[config.mk]
export PLATFORM = sky130hd
export DESIGN_NAME = split_target
export DESIGN_NICKNAME = d
export VERILOG_FILES = /design/src/rtl/split_target.sv
export SDC_FILE = /design/constraint.sdc
export NUM_CORES = 1
export LEC_CHECK = 0
export BUFFER_PORTS_ARGS = -buffer_cell sky130_fd_sc_hd__clkbuf_2
export CAP_MARGIN = 20
export CORE_UTILIZATION = 45
export DETAILED_ROUTE_END_ITERATION = 8
export GPL_ROUTABILITY_DRIVEN = 0
export PLACE_DENSITY = 0.74
export SYNTH_ARGS = -nofsm -noshare
export SYNTH_HDL_FRONTEND = slang
export SYNTH_SLANG_ARGS = --single-unit
export TNS_END_PERCENT = 100
[constraint.sdc]
create_clock -name clk -period 2.3 [get_ports clk]
set_clock_uncertainty 0.2 [all_clocks]
set_input_delay 0.23 -clock clk [delete_from_list [all_inputs] [get_ports clk]]
set_output_delay 0.23 -clock clk [all_outputs]
set_load 0.01 [all_outputs]
[src/rtl/split_target.sv]
// Bus-side memory target: byte register-file behind the bus mux, with optional split reads
// that release the bus during the read latency and re-request it to deliver the data.
module split_target #(
    parameter int          MEM_ADDR_BITS = 4,
    parameter int          READ_LATENCY  = 4,
    parameter bit          SPLIT_EN      = 1'b1,
    parameter logic [7:0]  MEM_INIT_DATA = 8'h00
) (
    input  logic        clk,
    input  logic        rst_n,
    input  logic [15:0] target_addr_in,
    input  logic        target_addr_in_valid,
    input  logic [7:0]  target_data_in,
    input  logic        target_data_in_valid,
    input  logic        target_rw,
    input  logic        target_split_grant,
    output logic        target_ready,
    output logic        target_ack,
    output logic        target_split_ack,
    output logic        target_split_req,
    output logic [7:0]  target_data_out,
    output logic        target_data_out_valid
);

    localparam int DEPTH = 1 << MEM_ADDR_BITS;
    localparam int CNT_W = $clog2(READ_LATENCY + 1);
    localparam logic [CNT_W-1:0] CNT_ONE  = CNT_W'(1);
    localparam logic [CNT_W-1:0] CNT_LOAD = CNT_W'(READ_LATENCY);

    typedef enum logic [2:0] {
        IDLE      = 3'd0,
        WRITE_ACK = 3'd1,
        READ_WAIT = 3'd2,
        SPLIT_REQ = 3'd3,
        RESPOND   = 3'd4
    } state_t;

    state_t                   state_q;
    logic [7:0]               mem_q [DEPTH];
    logic [MEM_ADDR_BITS-1:0] addr_q, addr_d;
    logic                     rw_q, rw_d;
    logic [7:0]               data_q, data_d;
    logic                     addr_got_q, addr_got_d;
    logic                     data_got_q, data_got_d;
    logic [CNT_W-1:0]         cnt_q;

    logic       ready_q, ack_q, split_ack_q, split_req_q, data_out_valid_q;
    logic [7:0] data_out_q;

    // Upper address bits alias onto the decoded range.
    logic unused_addr_bits;
    assign unused_addr_bits = ^target_addr_in[15:MEM_ADDR_BITS];

    // Handshake: strobes are only accepted while target_ready is high (IDLE); each
    // transaction completes with exactly one target_ack pulse, after which ready returns.
    always_comb begin
        addr_got_d = addr_got_q | target_addr_in_valid;
        addr_d     = target_addr_in_valid ? target_addr_in[MEM_ADDR_BITS-1:0] : addr_q;
        rw_d       = target_addr_in_valid ? target_rw : rw_q;
        data_got_d = data_got_q | target_data_in_valid;
        data_d     = target_data_in_valid ? target_data_in : data_q;
    end

    always_ff @(posedge clk or negedge rst_n) begin
        if (!rst_n) begin
            state_q          <= IDLE;
            addr_q           <= '0;
            rw_q             <= 1'b0;
            data_q           <= 8'h00;
            addr_got_q       <= 1'b0;
            data_got_q       <= 1'b0;
            cnt_q            <= '0;
            ready_q          <= 1'b1;
            ack_q            <= 1'b0;
            split_ack_q      <= 1'b0;
            split_req_q      <= 1'b0;
            data_out_q       <= 8'h00;
            data_out_valid_q <= 1'b0;
            for (int i = 0; i < DEPTH; i++) begin
                mem_q[i] <= MEM_INIT_DATA + 8'(i);
            end
        end else begin
            ack_q            <= 1'b0;
            split_ack_q      <= 1'b0;
            data_out_valid_q <= 1'b0;
            case (state_q)
                IDLE: begin
                    addr_q     <= addr_d;
                    rw_q       <= rw_d;
                    data_q     <= data_d;
                    addr_got_q <= addr_got_d;
                    data_got_q <= data_got_d;
                    // A read wins over any data already captured; that data is dropped.
                    if (addr_got_d && !rw_d) begin
                        cnt_q       <= CNT_LOAD;
                        split_ack_q <= SPLIT_EN;
                        ready_q     <= 1'b0;
                        state_q     <= READ_WAIT;
                    end else if (addr_got_d && data_got_d) begin
                        mem_q[addr_d] <= data_d;
                        ack_q         <= 1'b1;
                        ready_q       <= 1'b0;
                        state_q       <= WRITE_ACK;
                    end
                end
                WRITE_ACK: begin
                    addr_got_q <= 1'b0;
                    data_got_q <= 1'b0;
                    ready_q    <= 1'b1;
                    state_q    <= IDLE;
                end
                READ_WAIT: begin
                    if (cnt_q <= CNT_ONE) begin
                        data_out_q <= mem_q[addr_q];
                        if (SPLIT_EN) begin
                            split_req_q <= 1'b1;
                            state_q     <= SPLIT_REQ;
                        end else begin
                            ack_q            <= 1'b1;
                            data_out_valid_q <= 1'b1;
                            state_q          <= RESPOND;
                        end
                    end else begin
                        cnt_q <= cnt_q - CNT_ONE;
                    end
                end
                SPLIT_REQ: begin
                    if (target_split_grant) begin
                        split_req_q      <= 1'b0;
                        ack_q            <= 1'b1;
                        data_out_valid_q <= 1'b1;
                        state_q          <= RESPOND;
                    end
                end
                RESPOND: begin
                    addr_got_q <= 1'b0;
                    data_got_q <= 1'b0;
                    ready_q    <= 1'b1;
                    state_q    <= IDLE;
                end
                default: begin
                    split_req_q <= 1'b0;
                    ready_q     <= 1'b1;
                    state_q     <= IDLE;
                end
            endcase
        end
    end

    assign target_ready          = ready_q;
    assign target_ack            = ack_q;
    assign target_split_ack      = split_ack_q;
    assign target_split_req      = split_req_q;
    assign target_data_out       = data_out_q;
    assign target_data_out_valid = data_out_valid_q;

endmodule

==> reports/qor.txt <==
YOSYS
----------------------------------------------------------------------------------
Number of flip-flops and latches in the synthesized netlist                    162
Net count after synthesis                                                      554
Area contributors post-synth                                          sky130_fd_sc_hd__dfrtp_1 (43%), sky130_fd_sc_hd__mux2_2 (19%), sky130_fd_sc_hd__dfstp_2 (11%)
Total of warnings raised by yosys                                                0
Mean post-synth cell area                                                 14.5 µm²
Portion of the post-synthesis area used by sequential elements               54.2%
Post-synth top area cell                                              sky130_fd_sc_hd__dfrtp_1
Count of flip-flops with a built-in enable after synthesis                       0
Cell area after technology mapping                                        7550 µm²
Synthesized netlist cell count                                                 522
Top-area cell type share of the netlist area                                 42.7%
Predominant post-synthesis flop cell                                  sky130_fd_sc_hd__dfrtp_1
Top-count cell post-synth                                             sky130_fd_sc_hd__dfrtp_1
Commonest cells in the synthesized netlist                            sky130_fd_sc_hd__dfrtp_1 (129), sky130_fd_sc_hd__mux2_2 (128), sky130_fd_sc_hd__nand2_1 (35)
FFs w/ async S/R, synth                                                       100%
Distinct cell type count of the synthesized netlist                             38

DIE
----------------------------------------------------------------------------------
I/O pin count                                                                   43
Vertical die dimension                                                      132 µm
Number of core rows                                                             46
Total core area                                                          16100 µm²
Initial core utilization                                                     46.9%
Die area                                                                 17300 µm²
Die Width                                                                   132 µm

DETAILED ROUTING
----------------------------------------------------------------------------------
Total number of vias                                                          4561
Count of antenna-violating nets left after detailed routing                      0
Remaining DRCs                                                                   0
Routed wire length                                                         16.5 mm
Routed len/inst                                                            20.5 µm
Iteration count of the initial detailed-routing pass                             5
Vias per inst                                                                 5.67
Initial DRC Count                                                              303

LAYOUT
----------------------------------------------------------------------------------
Number of diodes added for antenna fixing                                        0
Core utilization of the finished layout                                      54.4%
Post-route cell area                                                      8760 µm²
Final #Nets                                                                    607
Area grow syn2layout                                                         16.0%
Share of final-layout standard cells stronger than drive strength 1          53.4%

GLOBAL ROUTE
----------------------------------------------------------------------------------
Total congestion overflow after global routing                                   0
Overall global routing resource usage                                        20.6%
Wire length of the first global-routing pass                               27.0 mm
Vias in the first global route                                                5027
Initial antenna violation count                                                  0
Largest net degree at the start of global routing                               51

PWR
----------------------------------------------------------------------------------
Worst supply voltage drop on vdd                                          0.632 mV
Leakage power                                                           0.00406 µW
Power per unit of standard cell area                                   1310 nW/µm²

CRITICAL PATH
----------------------------------------------------------------------------------
CP Capture Type                                                          flip-flop
Minimum setup slack among reg-to-reg paths                                 0.07 ns
Biggest fanout along the worst timing path                                       8
Worst R2R Path Depth                                                             5
Worst setup SP type                                                      flip-flop
Data required time at the worst endpoint                                   2.41 ns
Crit path arrival time                                                     2.34 ns
Worst reg2reg endpoint                                                   mem_q[94]
Worst reg2reg startpoint                                                 addr_q[2]
Type of the worst setup path                                               reg2reg

CLOCKING
----------------------------------------------------------------------------------
Cell at the root of the clock tree                                    sky130_fd_sc_hd__clkbuf_16
Clock buffers created by TritonCTS                                              17
TritonCTS clock tree                                                           yes
Clock Pin Slew Worst Setup and Hold Paths                                  0.06 ns
Longest Clk Path Bufs                                                            2
Number of H-tree branching levels                                                4
Clock latency at the later pin of the worst-skew pair                      0.43 ns
Number of sinks handled by clock tree synthesis                                162

TIMING
----------------------------------------------------------------------------------
Final setup violating endpoints                                                  0
Final period demand of the worst path                                      2.23 ns
Remaining max-slew budget at the tightest pin                                66.8%
Achievable clock frequency                                                 448 MHz
Final clock period utilization by the worst path                             97.0%
Final hold viol count                                                            0
Tightest Pin Transition                                                   0.497 ns
Pins Over Slew Limit                                                             0
Worst path setup slack after routing                                     0.0688 ns

HOLD PATH
----------------------------------------------------------------------------------
Hold wc startpoint                                                    target_data_in_valid
Hold Path Stages                                                                 3
Worst Hold Path EP                                                      target_ack
Hold Crit Class                                                             in2reg

PLACE
----------------------------------------------------------------------------------
Placed inst area                                                          8120 µm²
Input/output buffers                                                            30
Dpl hpwl                                                                   10.8 mm
Pre-CTS setup slack                                                     -0.0864 ns

FLOW RUN
----------------------------------------------------------------------------------
Max-Cap Viols                                                                    0

RUN STATUS
----------------------------------------------------------------------------------
Outcome                                                               finished, final reports clean

[per-layer routing]
layer  vias to the layer above  global-route usage, %  part of all wire [%]
met2                       106                   33.8                    51
li1                       2026                      -                     -
met4                         0                   7.56                   1.5
met5                         -                      0                     0
met3                        22                   4.63                   3.9
met1                      2407                   26.7                    44
[final cells by class]
type	instances	area (µm²)
Inverter	6	22.5
Timing Repair Buffer	66	509
Sequential cell	162	4100
Tap cell	216	270
Clock buffer	21	460
Clock inverter	11	104
Fill cell	1299	7350
Multi-Input combinational cell	322	3300
[registers in the layout, summed over array words and instances, names as in the netlist]
register,cells
target_split_ack,1
cnt_q,3
addr_got_q,1
state_q,3
target_split_req,1
data_q,8
data_got_q,1
rw_q,1
target_ack,1
mem_q,128
addr_q,4
target_data_out,8
target_ready,1
target_data_out_valid,1
[power by group]
part           total (µW)  switching [µW]  internal, µW
registers            4690             605          4090
logic                4030            1900          2130
clock network        2710            1160          1550
[repair_timing]
action	in CTS	in global routing
buffers inserted	1	0
endpoints found under the setup margin	33	31
endpoints found under the hold margin	141	0
pin swaps	1	0
gates resized for setup	1	3
hold buffers	5	0
[cell families after synthesis]
| logic type | after synthesis | share of synthesized area [%] |
|---|---|---|
| multiplexers | 182 | 31.7 |
| buffers and inverters | 38 | 2.20 |
| adder cells (fa/ha/maj) | 2 | 0.331 |
| flip-flops | 162 | 54.2 |
| AND/OR/NAND/NOR | 88 | 6.89 |
| AO/OA/AOI/OAI | 50 | 4.62 |
[placed cells by master (no fill, tap or decap), types with 14 or more instances in the layout]
master / n
sky130_fd_sc_hd__nand2_2: 16
sky130_fd_sc_hd__clkbuf_16: 17
sky130_fd_sc_hd__nand2_1: 35
sky130_fd_sc_hd__clkbuf_2: 29
sky130_fd_sc_hd__a21oi_1: 14
sky130_fd_sc_hd__buf_4: 24
sky130_fd_sc_hd__dfstp_2: 33
sky130_fd_sc_hd__mux4_2: 32
sky130_fd_sc_hd__dfrtp_1: 128
sky130_fd_sc_hd__mux2_2: 128
[critical path, stage by stage (launching register included)]
cell and delay [ns]:
sky130_fd_sc_hd__dfrtp_1 0.43, sky130_fd_sc_hd__or3b_2 0.49, sky130_fd_sc_hd__a211oi_2 0.24, sky130_fd_sc_hd__buf_4 0.18, sky130_fd_sc_hd__nand2_2 0.19, sky130_fd_sc_hd__mux2_1 0.38
[metrics by stage]
step / power [µW] / instances / hold slack, ns / setup TNS (ns)
global route: 12100 / 804 / 0.0972 / -0.0429
finish: 11400 / 804 / 0.0748 / 0
floorplan: 7420 / 522 / -0.266 / 0
CTS: 11500 / 804 / 0.0643 / 0
global placement: 8480 / 766 / -0.0340 / -0.0442
detailed placement: 8730 / 766 / -0.0329 / -2.88
[worst max-delay path by stage]
stage | slack [ns] | cells after the start | endpoint | startpoint
global route | -0.01 | 5 | mem_q[94] | addr_q[2]
floorplan | 0.04 | 7 | target_data_out[6] | addr_q[0]
global placement | -0.01 | 4 | mem_q[21] | state_q[1]
detailed placement | -0.09 | 4 | mem_q[52] | state_q[1]
CTS | 0.03 | 4 | mem_q[56] | addr_got_q
finish | 0.07 | 5 | mem_q[94] | addr_q[2]
(Power assumes the default switching activity.)
